--- config.mk ---
export PLATFORM = sky130hd
export DESIGN_NAME = wb_arbiter
export DESIGN_NICKNAME = d
export VERILOG_FILES = /design/src/rtl/wb_pkg.sv /design/src/rtl/wb_rr_arbiter.sv /design/src/rtl/wb_arbiter.sv
export SDC_FILE = /design/constraint.sdc
export NUM_CORES = 1
export LEC_CHECK = 0
export CAP_MARGIN = 15
export CELL_PAD_IN_SITES_DETAIL_PLACEMENT = 0
export CELL_PAD_IN_SITES_GLOBAL_PLACEMENT = 1
export CORE_AREA = 2 2 138 140
export CTS_BUF_LIST = sky130_fd_sc_hd__clkbuf_4 sky130_fd_sc_hd__clkbuf_8
export DETAILED_ROUTE_END_ITERATION = 7
export DIE_AREA = 0 0 140 142
export DONT_BUFFER_PORTS = 1
export PLACE_DENSITY_LB_ADDON = 0.1
export SLEW_MARGIN = 5
export SYNTH_ARGS = -nofsm -noshare
export SYNTH_HDL_FRONTEND = slang
export SYNTH_SLANG_ARGS = --single-unit
--- constraint.sdc ---
create_clock -name clk_i -period 4 [get_ports clk_i]
set_input_delay 0.2 -clock clk_i [delete_from_list [all_inputs] [get_ports clk_i]]
set_output_delay 0.2 -clock clk_i [all_outputs]
set_load 0.03 [all_outputs]
--- src/rtl/wb_pkg.sv ---
// Shared Wishbone B4 classic types and widths for the bus interconnect blocks.
// Request/response bundles let the arbiter and decoder mux whole transactions at once.
package wb_pkg;

   localparam int WB_ADR_W = 32;
   localparam int WB_DAT_W = 32;
   localparam int WB_SEL_W = 4;

   typedef struct packed {
      logic                cyc;
      logic                stb;
      logic                we;
      logic [WB_ADR_W-1:0] adr;
      logic [WB_DAT_W-1:0] dat;
      logic [WB_SEL_W-1:0] sel;
   } wb_req_t;

   typedef struct packed {
      logic                ack;
      logic                err;
      logic [WB_DAT_W-1:0] dat;
   } wb_rsp_t;

   typedef enum logic {
      ARB_IDLE,
      ARB_BUSY
   } arb_state_e;

endpackage

--- src/rtl/wb_rr_arbiter.sv ---
// Combinational round-robin picker: returns the first requester after lastIdx, wrapping.
// Kept free of any bus knowledge so it can be reused for other channel arbiters.
module wb_rr_arbiter #(
   parameter int N     = 3,
   parameter int IDX_W = $clog2(N)
) (
   input  logic [N-1:0]     req_i,
   input  logic [IDX_W-1:0] last_i,
   output logic [N-1:0]     gnt_o,
   output logic [IDX_W-1:0] idx_o,
   output logic             valid_o
);

   // Offsets 1..N so the previous winner is considered last.
   always_comb begin
      int cand;
      gnt_o   = '0;
      idx_o   = '0;
      valid_o = 1'b0;
      cand    = 0;
      for (int off = 1; off <= N; off++) begin
         cand = (int'(last_i) + off) % N;
         if (!valid_o && req_i[IDX_W'(cand)]) begin
            valid_o               = 1'b1;
            idx_o                 = IDX_W'(cand);
            gnt_o[IDX_W'(cand)]   = 1'b1;
         end
      end
   end

endmodule

--- src/rtl/wb_arbiter.sv ---
// Many-to-one Wishbone classic arbiter with round-robin grant held for the whole cyc
// tenure and a watchdog that turns a hung slave access into err for the stalled master.
module wb_arbiter
   import wb_pkg::*;
#(
   parameter int NUM_MASTERS    = 3,
   parameter int TIMEOUT_CYCLES = 255,
   parameter int TO_W           = 8
) (
   input  logic                            clk_i,
   input  logic                            rst_ni,
   input  logic [NUM_MASTERS-1:0]          m_cyc_i,
   input  logic [NUM_MASTERS-1:0]          m_stb_i,
   input  logic [NUM_MASTERS-1:0]          m_we_i,
   input  logic [NUM_MASTERS*WB_ADR_W-1:0] m_adr_i,
   input  logic [NUM_MASTERS*WB_DAT_W-1:0] m_dat_i,
   input  logic [NUM_MASTERS*WB_SEL_W-1:0] m_sel_i,
   output logic [WB_DAT_W-1:0]             m_dat_o,
   output logic [NUM_MASTERS-1:0]          m_ack_o,
   output logic [NUM_MASTERS-1:0]          m_err_o,
   output logic                            s_cyc_o,
   output logic                            s_stb_o,
   output logic                            s_we_o,
   output logic [WB_ADR_W-1:0]             s_adr_o,
   output logic [WB_DAT_W-1:0]             s_dat_o,
   output logic [WB_SEL_W-1:0]             s_sel_o,
   input  logic                            s_ack_i,
   input  logic                            s_err_i,
   input  logic [WB_DAT_W-1:0]             s_dat_i,
   output logic [NUM_MASTERS-1:0]          gnt_o
);

   localparam int              IDX_W    = $clog2(NUM_MASTERS);
   localparam bit              WD_EN    = (TIMEOUT_CYCLES != 0);
   localparam logic [TO_W-1:0] WD_LIMIT = TO_W'(TIMEOUT_CYCLES);

   arb_state_e             state_q, state_d;
   logic [NUM_MASTERS-1:0] gnt_q, gnt_d;
   logic [IDX_W-1:0]       last_q, last_d;
   logic [TO_W-1:0]        wdCnt_q, wdCnt_d;

   wb_req_t                mReq [NUM_MASTERS];
   wb_req_t                selReq;
   wb_rsp_t                sRsp;
   logic [NUM_MASTERS-1:0] pickGnt;
   logic [IDX_W-1:0]       pickIdx;
   logic                   pickValid;
   logic                   busy;
   logic                   reqStb;
   logic                   timeout;
   logic                   fwdAck;
   logic                   fwdErr;

   for (genvar i = 0; i < NUM_MASTERS; i++) begin : g_unpack
      assign mReq[i] = '{cyc: m_cyc_i[i],
                         stb: m_stb_i[i],
                         we:  m_we_i[i],
                         adr: m_adr_i[WB_ADR_W*i +: WB_ADR_W],
                         dat: m_dat_i[WB_DAT_W*i +: WB_DAT_W],
                         sel: m_sel_i[WB_SEL_W*i +: WB_SEL_W]};
   end

   assign sRsp = '{ack: s_ack_i, err: s_err_i, dat: s_dat_i};

   // last_q always holds the current owner while BUSY, so it doubles as the mux select.
   assign selReq = mReq[last_q];

   wb_rr_arbiter #(
      .N     (NUM_MASTERS),
      .IDX_W (IDX_W)
   ) u_picker (
      .req_i   (m_cyc_i),
      .last_i  (last_q),
      .gnt_o   (pickGnt),
      .idx_o   (pickIdx),
      .valid_o (pickValid)
   );

   // A slave ack in the timeout cycle wins, so the watchdog only fires on a truly silent slave.
   always_comb begin
      busy    = (state_q == ARB_BUSY);
      reqStb  = busy && selReq.cyc && selReq.stb;
      timeout = WD_EN && reqStb && !sRsp.ack && !sRsp.err && (wdCnt_q == WD_LIMIT);
      fwdAck  = reqStb && sRsp.ack;
      fwdErr  = (reqStb && sRsp.err) || timeout;
   end

   always_comb begin
      s_cyc_o = busy && selReq.cyc;
      s_stb_o = busy && selReq.stb && !timeout;
      s_we_o  = busy && selReq.we;
      s_adr_o = busy ? selReq.adr : '0;
      s_dat_o = busy ? selReq.dat : '0;
      s_sel_o = busy ? selReq.sel : '0;
      m_ack_o = fwdAck ? gnt_q : '0;
      m_err_o = fwdErr ? gnt_q : '0;
      m_dat_o = sRsp.dat;
      gnt_o   = gnt_q;
   end

   always_comb begin
      state_d = state_q;
      gnt_d   = gnt_q;
      last_d  = last_q;
      wdCnt_d = '0;
      unique case (state_q)
         ARB_IDLE: begin
            if (pickValid) begin
               state_d = ARB_BUSY;
               gnt_d   = pickGnt;
               last_d  = pickIdx;
            end
         end
         ARB_BUSY: begin
            if (!selReq.cyc) begin
               state_d = ARB_IDLE;
               gnt_d   = '0;
            end else if (WD_EN && reqStb && !sRsp.ack && !sRsp.err && !timeout) begin
               wdCnt_d = wdCnt_q + TO_W'(1);
            end
         end
         default: state_d = ARB_IDLE;
      endcase
   end

   // Reset leaves the last winner at the top index so master 0 is first after release.
   always_ff @(posedge clk_i or negedge rst_ni) begin
      if (!rst_ni) begin
         state_q <= ARB_IDLE;
         gnt_q   <= '0;
         last_q  <= IDX_W'(NUM_MASTERS - 1);
         wdCnt_q <= '0;
      end else begin
         state_q <= state_d;
         gnt_q   <= gnt_d;
         last_q  <= last_d;
         wdCnt_q <= wdCnt_d;
      end
   end

endmodule

==> results_dict.tcl <==
set metrics [dict create \
    cts_made_buffers 3 \
    synthArstFlopShare_pct 100 \
    cp.required_ns 3.80 \
    grt_use_total_pct 10.9 \
    multi_input_area_um2 2340 \
    fin_setup_tns_ns 0 \
    irDropWorstVdd_mv 0.170 \
    most-common-layout-cells "nand2_1, mux2i_1, o21ai_0" \
    cpPeakStageDelay_ns 1.02 \
    dieArea_um2 19900 \
    initial_utilization_pct 16.9 \
    crit_type "flip-flop to output port" \
    design_area_um2 3140 \
    fin_skew_ns 0.00181 \
    layout_min_cycle_time_ns 3.28 \
    clockBufferDepth 2 \
    drtPass1Iterations 8 \
    clockRootBuffer "clkbuf_8" \
    clock_sinks 14 \
    hold_path_class "input pin to flip-flop" \
    worst-path-max-fanout 48 \
    place_ws_ns 0.886 \
    holdBufCountCts 1 \
    grt_max_degree 59 \
    cp_cell_sequence "and2b_2 > buf_4 > nand2_1 > o21ai_0 > and2_1" \
    cts-resized-gates 0 \
    p_leak_nw 1.14 \
    yosys_warnings 0 \
    clk_latency_ns 0.24 \
    syn_area_um2 3110 \
    cp_top_family "simple AND/OR/NAND/NOR gates" \
    cts_setup_buffers 0 \
    hpwl_um 9400 \
    die_w_um 140 \
    crit_path_end_kind "output port" \
    layout.cells.most_common "nand2_1" \
    syn_area_per_cell_um2 6.78 \
    syn_nets 713 \
    finalNetCount 657 \
    cts.clk_slew.worst_paths_ns 0.06 \
    ys_seq_area_share_pct 11.3 \
    startpoint "last_q[1]" \
    dieHeight_um 142 \
    start_kind "flip-flop" \
    max-slew-margin-rel_pct 46.8 \
    synthCells 459 \
    via_per_inst 4.71 \
    drc 25 \
    n_fill_cell 2116 \
    grt_pass1_wl_um 16900 \
    worst_pin_slew_ns 0.794 \
    grt_pass1_vias 2908 \
    fmax_ghz 0.305 \
    synth_cell_types 43 \
    slew_viol_final 0 \
    drt-initial-drc-count 151 \
    setup_slack_ns 0.719 \
    r2r_start "last_q[1]" \
    io-pin-count 361 \
    placementRows 50 \
    drv_cap 0 \
    antenna_found_initial 1 \
    synth_edf_count 0 \
    synthFlopType "dfrtp_1" \
    setup_violations 0 \
    layout-drive-gt1-share_pct 4.23 \
    gp_congestion 0.785 \
    power.density_nw_per_um2 847 \
    crit_arrival_ns 3.08 \
    status "finished with violations" \
    ys_ff_latch 14 \
    portBuffers 0 \
    rsz0062_at_grt "no" \
    totalWireLength_um 12200 \
    h-tree-depth 1 \
    hold_violations 0 \
    slowest_stage "dfstp_2" \
    wl_per_cell_um 19.1 \
    cts_tree "done" \
    core_um2 18500 \
    antenna_left 0 \
    dpl-instance-area_um2 3070 \
    min_from "s_err_i" \
    timing.final.crit_share_pct 82.0 \
    area.sequential_um2 357 \
    gr-total-overflow 0 \
    area_delta_synth_final_pct 0.885 \
    vias 2998 \
    crit_buf_inv 1 \
    violations "DRC" \
]
==> synthesized netlist by cell type (2+ instances only) <==
| master | instances | area (um2) |
|---|---|---|
| nand2_1 | 79 | 297 |
| mux2i_1 | 74 | 741 |
| o21ai_0 | 72 | 360 |
| and2_1 | 69 | 432 |
| buf_4 | 35 | 263 |
| clkbuf_1 | 26 | 97.6 |
| nor2_1 | 19 | 71.3 |
| dfrtp_1 | 13 | 325 |
| inv_1 | 8 | 30.0 |
| buf_1 | 7 | 26.3 |
| ha_1 | 5 | 62.6 |
| nand3_1 | 5 | 25.0 |
| xnor2_1 | 4 | 35.0 |
| o21bai_1 | 3 | 22.5 |
| o2bb2ai_1 | 3 | 26.3 |
| a21boi_0 | 2 | 15.0 |
| a21oi_1 | 2 | 10.0 |
| a31oi_1 | 2 | 12.5 |
| nand2b_1 | 2 | 12.5 |
| nor2b_1 | 2 | 12.5 |
| nor3_1 | 2 | 10.0 |
| nor4_1 | 2 | 12.5 |
| o21a_1 | 2 | 15.0 |
| xor2_1 | 2 | 17.5 |
==> kinds of logic after synthesis <==
family                   Yosys count  share of synthesized area (%)
AND/OR/NAND/NOR                  187                           29.8
AO/OA/AOI/OAI                     95                           17.5
buffers and inverters             77                           13.6
multiplexers                      75                           24.2
flip-flops                        14                           11.3
XOR/XNOR                           6                           1.69
adder cells (fa/ha/maj)            5                           2.01
==> through the flow <==
stage | std cells | utilization [%] | power [mW] | hold slack [ns]
2_1_floorplan | 459 | - | 2.25 | -0.0956
3_3_place_gp | 631 | 16.6 | 2.57 | -0.0945
3_5_place_dp | 631 | 16.6 | 2.56 | -0.0945
4_1_cts | 636 | 17.0 | 2.71 | 0.0104
5_1_grt | 637 | 17.0 | 2.90 | 0.00800
6_report | 637 | 17.0 | 2.66 | 0.0169
==> state kept, by name (all words and copies together), names as in the netlist <==
name	flops
last_q	2
busy	1
gnt_o	3
wdCnt_q	8
==> per-layer routing <==
metal / track usage (%) / wire length, um
met5: 0 / 0
met4: 4.94 / 424
met3: 1.95 / 883
met2: 19.7 / 6140
met1: 12.6 / 4710
==> report_power, final <==
group,leakage (nW),switching (mW),total [mW],internal (mW)
sequential,0.185,0.193,0.367,0.173
clock,0.0288,0.0530,0.140,0.0872
combinational,0.926,1.54,2.15,0.610
==> path summary, 6_finish.rpt <==
check,end,slack (ns),cells after the start
max,s_dat_o[30],0.72,5
min,wdCnt_q[6],0.02,1
max reg2reg,last_q[0],0.89,6
min reg2reg,wdCnt_q[0],0.49,1
max in group asynchronous,last_q[0],3.03,1
min in group asynchronous,gnt_o[2],0.45,1
==> layout make-up <==
class	instances	share of cell area [%]
inverter	8	0.957
timing repair buffer	8	1.99
multi-input combinational	368	74.5
antenna	1	0.0797
clock buffer	4	1.75
sequential	14	11.4
tap	234	9.33
Note: power is estimated with default switching activity, not from simulation.
